`src/rtl/can_tx_scheduler.sv`:
```
// Transmit buffer scheduler: arbitrates pending buffers by lowest identifier, hands
// one frame at a time to the CAN-XL message processor and tracks done/fail/retry.
module can_tx_scheduler #(
   parameter int unsigned NUM_BUF   = 4,
   parameter int unsigned ID_W      = 11,
   parameter int unsigned RETRY_MAX = 16
) (
   input  logic                       clk,
   input  logic                       g_rst_n,
   input  logic [NUM_BUF-1:0]         buf_req,
   input  logic [NUM_BUF-1:0]         buf_abort,
   input  logic [NUM_BUF*ID_W-1:0]    buf_id,
   input  logic                       tx_success,
   input  logic                       re_tran,
   output logic                       msg_due_tx,
   output logic                       tx_buff_busy,
   output logic [$clog2(NUM_BUF)-1:0] tx_sel,
   output logic [NUM_BUF-1:0]         buf_done,
   output logic [NUM_BUF-1:0]         buf_fail,
   output logic [7:0]                 retry_cnt
);

   localparam int unsigned SEL_W = $clog2(NUM_BUF);

   typedef enum logic [1:0] {S_IDLE, S_SELECT, S_LOAD, S_PEND} state_e;

   state_e             state_q;
   logic [NUM_BUF-1:0] pending_q, pending_d;
   logic [NUM_BUF-1:0] done_q, done_d;
   logic [NUM_BUF-1:0] fail_q, fail_d;
   logic [SEL_W-1:0]   sel_q;
   logic [7:0]         retry_q, retry_inc;
   logic               due_q, busy_q, hold_q;

   logic               arb_found;
   logic [SEL_W-1:0]   arb_idx;
   logic [ID_W-1:0]    arb_id;
   logic [NUM_BUF-1:0] avail, sel_mask, held, abort_fail, cmp_clr;
   logic               in_flight, sel_abort, last_try, pend_ok, pend_drop;

   // Lowest identifier among pending, non-aborting buffers; strict compare keeps the lower index on ties
   always_comb begin
      avail     = pending_q & ~buf_abort;
      arb_found = 1'b0;
      arb_idx   = '0;
      arb_id    = '0;
      for (int i = 0; i < int'(NUM_BUF); i++) begin
         if (avail[i] && (!arb_found || buf_id[i*ID_W +: ID_W] < arb_id)) begin
            arb_found = 1'b1;
            arb_idx   = SEL_W'(i);
            arb_id    = buf_id[i*ID_W +: ID_W];
         end
      end
   end

   // An in-flight frame is never cut: its abort is held until the processor reports back
   always_comb begin
      sel_mask   = NUM_BUF'(1) << sel_q;
      in_flight  = (state_q == S_LOAD) || (state_q == S_PEND);
      held       = in_flight ? sel_mask : '0;
      sel_abort  = |(buf_abort & held);
      last_try   = ({1'b0, retry_q} + 9'd1) == 9'(RETRY_MAX);
      retry_inc  = (retry_q >= 8'(RETRY_MAX)) ? retry_q : retry_q + 8'd1;
      pend_ok    = (state_q == S_PEND) && tx_success;
      pend_drop  = (state_q == S_PEND) && !tx_success && re_tran &&
                   (hold_q || sel_abort || last_try);
      cmp_clr    = (pend_ok || pend_drop) ? sel_mask : '0;
      abort_fail = buf_abort & (pending_q | buf_req) & ~held;
      done_d     = pend_ok ? sel_mask : '0;
      fail_d     = abort_fail | (pend_drop ? sel_mask : '0);
      // A fresh request survives the completion of the same buffer
      pending_d  = (pending_q & ~(buf_abort & ~held) & ~cmp_clr) | (buf_req & ~buf_abort);
   end

   always_ff @(posedge clk or negedge g_rst_n) begin
      if (!g_rst_n) begin
         state_q   <= S_IDLE;
         pending_q <= '0;
         done_q    <= '0;
         fail_q    <= '0;
         sel_q     <= '0;
         retry_q   <= '0;
         due_q     <= 1'b0;
         busy_q    <= 1'b0;
         hold_q    <= 1'b0;
      end else begin
         pending_q <= pending_d;
         done_q    <= done_d;
         fail_q    <= fail_d;
         due_q     <= 1'b0;
         if (sel_abort) hold_q <= 1'b1;
         case (state_q)
            S_IDLE: begin
               if (|pending_q) state_q <= S_SELECT;
            end
            S_SELECT: begin
               if (!arb_found) begin
                  state_q <= S_IDLE;
               end else begin
                  sel_q <= arb_idx;
                  if (arb_idx != sel_q) retry_q <= '0;
                  hold_q  <= 1'b0;
                  due_q   <= 1'b1;
                  busy_q  <= 1'b1;
                  state_q <= S_LOAD;
               end
            end
            S_LOAD: begin
               state_q <= S_PEND;
            end
            S_PEND: begin
               if (pend_ok || pend_drop) begin
                  busy_q  <= 1'b0;
                  retry_q <= '0;
                  hold_q  <= 1'b0;
                  state_q <= S_IDLE;
               end else if (re_tran) begin
                  busy_q  <= 1'b0;
                  retry_q <= retry_inc;
                  state_q <= S_SELECT;
               end
            end
            default: state_q <= S_IDLE;
         endcase
      end
   end

   assign msg_due_tx   = due_q;
   assign tx_buff_busy = busy_q;
   assign tx_sel       = sel_q;
   assign buf_done     = done_q;
   assign buf_fail     = fail_q;
   assign retry_cnt    = retry_q;

endmodule
```
`config.mk`:
```
export PLATFORM = sky130hd
export DESIGN_NAME = can_tx_scheduler
export DESIGN_NICKNAME = d
export VERILOG_FILES = /design/src/rtl/can_tx_scheduler.sv
export SDC_FILE = /design/constraint.sdc
export NUM_CORES = 1
export LEC_CHECK = 0
export CORE_UTILIZATION = 52
export DETAILED_ROUTE_END_ITERATION = 6
export DONT_BUFFER_PORTS = 1
export GPL_TIMING_DRIVEN = 0
export PLACE_DENSITY = 0.77
export SLEW_MARGIN = 15
export SYNTH_ARGS = -nofsm -noshare
export SYNTH_HDL_FRONTEND = slang
export SYNTH_SLANG_ARGS = --single-unit
```
`constraint.sdc`:
```
create_clock -name clk -period 9.6 [get_ports clk]
set_input_delay 2.88 -clock clk [delete_from_list [all_inputs] [get_ports clk]]
set_output_delay 2.88 -clock clk [all_outputs]
set_load 0.03 [all_outputs]
```
==> out/metrics.cfg, run 1 <==
[status]
run_status = finished, final reports clean

[synth]
synth-seq-area-share_pct = 26.5
synth-async-reset-ratio_pct = 100
synth.largest_area_cell = dfrtp_1
netlist_area_sq_um = 2550
synth-edff-count = 0
synth_fp_nets = 414
synth_cells = 326
yosys_warnings = 0
yosysUniqueCellTypes = 55
synth-seq-cells = 27
postSynthAreaPerCell_sq_um = 7.83
ys.flop_type = dfrtp_1
ys_top_cells_by_area = dfrtp_1, ha_1, nand2_1
synth_top_area_share_pct = 26.5

[worst_setup_path]
crit_type = in2reg
reg2reg_slack_ps = 2480
ff2ff_path_depth = 31
crit_fanout = 10
worstPathRequired_ps = 9750
end_kind = flop
worstSetupEndpoint = retry_cnt[1]
critical_path_arrival_ps = 9370
regToRegEndpoint = retry_cnt[1]
cpPeakStageDelay_ps = 410
cp-start-kind = input port
cpMostUsedCell = ha_1
critPathSlowestCell = a311o_1
startpoint = buf_abort[0]
rr_startpoint = pending_q[0]

[pwr]
leakage_nw = 1.16
power_density_nw_per_um2 = 192
ir_drop_uv = 90.6

[detailed_routing]
wl_mm = 6.11
final_antenna_net_count = 0
drtPass1Iterations = 4
drc = 0
drt-initial-drc-count = 184
num_vias = 2380
wl_per_cell_microns = 15.4
vias_per_cell = 5.99

[place]
io_buffers = 0
place_congestion = 0.950
placed_cells = 393
hpwlAfterDp_mm = 5.01
postPlaceCellArea_sq_um = 2640

[floorplan]
die_w_microns = 72.0
io_pins = 76
rows = 25
fp.dieH_microns = 72.0
initial_utilization_pct = 54.0
core_area_sq_um = 4720
die_area_sq_um = 5190

[global_routing]
global_route.overflow_total = 0
antenna_found_initial = 0
grt_max_degree = 28
grt_pass1_wl_mm = 10.0
grtUsageTotal_pct = 24.2
first_global_vias = 2178

[timing]
hold_viol = 0
max_clock_freq_mhz = 108
relSlewSlack_pct = 49.5
period_needed_ps = 9220
rsz0062_at_grt = false
post-route-period-util_pct = 96.0
worst_slew_pin_slew_ps = 752
fin_worst_skew_ps = 3.88
drv_slew = 0
whs_ps = 526
tns_ps = 0
setup_viol = 0

[cts]
clk_pin_slew_worst_paths_ps = 90
cts_max_path_buffers = 2
numCtsBuffers = 3
cts_sinks = 27
htreeDepth = 1
cts_tree = done
clock_latency_ps = 270
root_buffer = clkbuf_8

[cells_and_area]
final_common_cell = nand2_1
final_util_pct = 57.6
stdcell_count = 397
layout_common_cells = nand2_1, nor2_1, ha_1, dfrtp_1, o21ai_0
nNetsFinal = 419
fin_area_sq_um = 2720
drive_above_1_share_pct = 8.18
area_delta_synth_final_pct = 6.57
diodes = 0
fillers = 438

[min_path]
min_path_type = reg2reg

[run]
maxCapViolCount = 0

-- routing by layer --
metal	GRT usage, %	up-vias	part of all wire, %
li1	-	1212	-
met1	34.5	1092	48
met2	39.6	74	46
met3	3.61	2	5.9
met4	3.49	0	0.47
met5	0	-	0
-- synthesized netlist by cell type, types with 2 or more instances --
cell type	number
nand2_1	52
nor2_1	33
ha_1	32
dfrtp_1	27
a21oi_1	26
o21ai_0	26
nor3_1	14
inv_1	11
nand3_1	9
nand4_1	7
nor2b_1	7
clkbuf_1	6
nand2b_1	6
a211oi_1	5
a31oi_1	5
o21ai_1	5
nor4_1	4
a21boi_1	3
a32o_1	3
a21o_1	2
a311o_1	2
a31o_2	2
and2_1	2
and3_1	2
and4_1	2
nand4b_1	2
nor4b_1	2
o211ai_1	2
-- cells by family after synthesis --
group / after synthesis / share of synthesized area [%]
buffers and inverters: 20 / 3.29
and+or+nand+nor: 150 / 28.9
AOI/OAI and AO/OA: 94 / 24.0
xor gates and xnor gates: 1 / 0.343
DFF: 27 / 26.5
muxes: 2 / 1.28
adders and majority gates: 32 / 15.7
-- worst max-delay path: cells and delay by family --
| family | cells | cell delay [ps] |
|---|---|---|
| adder cells (fa/ha/maj) | 3 | 900 |
| AO/OA/AOI/OAI | 14 | 3170 |
| buffers and inverters | 4 | 840 |
| AND/OR/NAND/NOR | 10 | 1570 |
-- metrics by stage --
step	total power, mW	setup WS [ps]
global placement	0.441	-246
floorplan	0.390	847
global route	0.568	16.9
CTS	0.513	45.0
finish	0.521	383
detailed placement	0.447	-377
-- report_power, final --
group / total [mW] / internal, mW / switching, mW
Combinational: 0.266 / 0.100 / 0.166
Sequential: 0.191 / 0.137 / 0.0532
Clock: 0.0640 / 0.0294 / 0.0346
Total: 0.521 / 0.267 / 0.254
-- registers in the layout, indices dropped and copies added (netlist names), named ones only --
name and cells:
tx_sel 2, buf_fail 4, buf_done 4, hold_q 1, msg_due_tx 1, pending_q 4
state_q 1, retry_cnt 8, tx_buff_busy 1
-- timing repair --
action,in CTS,in global routing
setup buffers,0,0
setup endpoints to repair,4,10
gates resized for setup,2,11
hold buffers,0,0
-- final cells by class --
type | count | area [sq um] | share of cell area [%]
flip-flops and latches | 27 | 676 | 24.9
clock inverters | 1 | 7.51 | 0.276
clock buffers | 3 | 41.3 | 1.52
multi-input cells | 279 | 1820 | 66.9
plain buffers | 9 | 50.0 | 1.84
well taps | 67 | 83.8 | 3.08
inverters | 11 | 41.3 | 1.52
-- worst min-delay path by stage --
stage          depth (start not counted)   start  slack [ps]  endpoint
2_1_floorplan                          2  hold_q         480    hold_q
3_3_place_gp                           2  hold_q         490    hold_q
3_5_place_dp                           2  hold_q         500    hold_q
4_1_cts                                2  hold_q         520    hold_q
5_1_grt                                2  hold_q         560    hold_q
6_report                               2  hold_q         530    hold_q
Power figures use the tool's default switching activity.
==> run 2: changes to the inputs <==
CTS_BUF_LIST = sky130_fd_sc_hd__clkbuf_4 sky130_fd_sc_hd__clkbuf_8   (was not set)
==> results of run 2 <==
The final DEF is identical to that of run 1; final timing and power are the same.
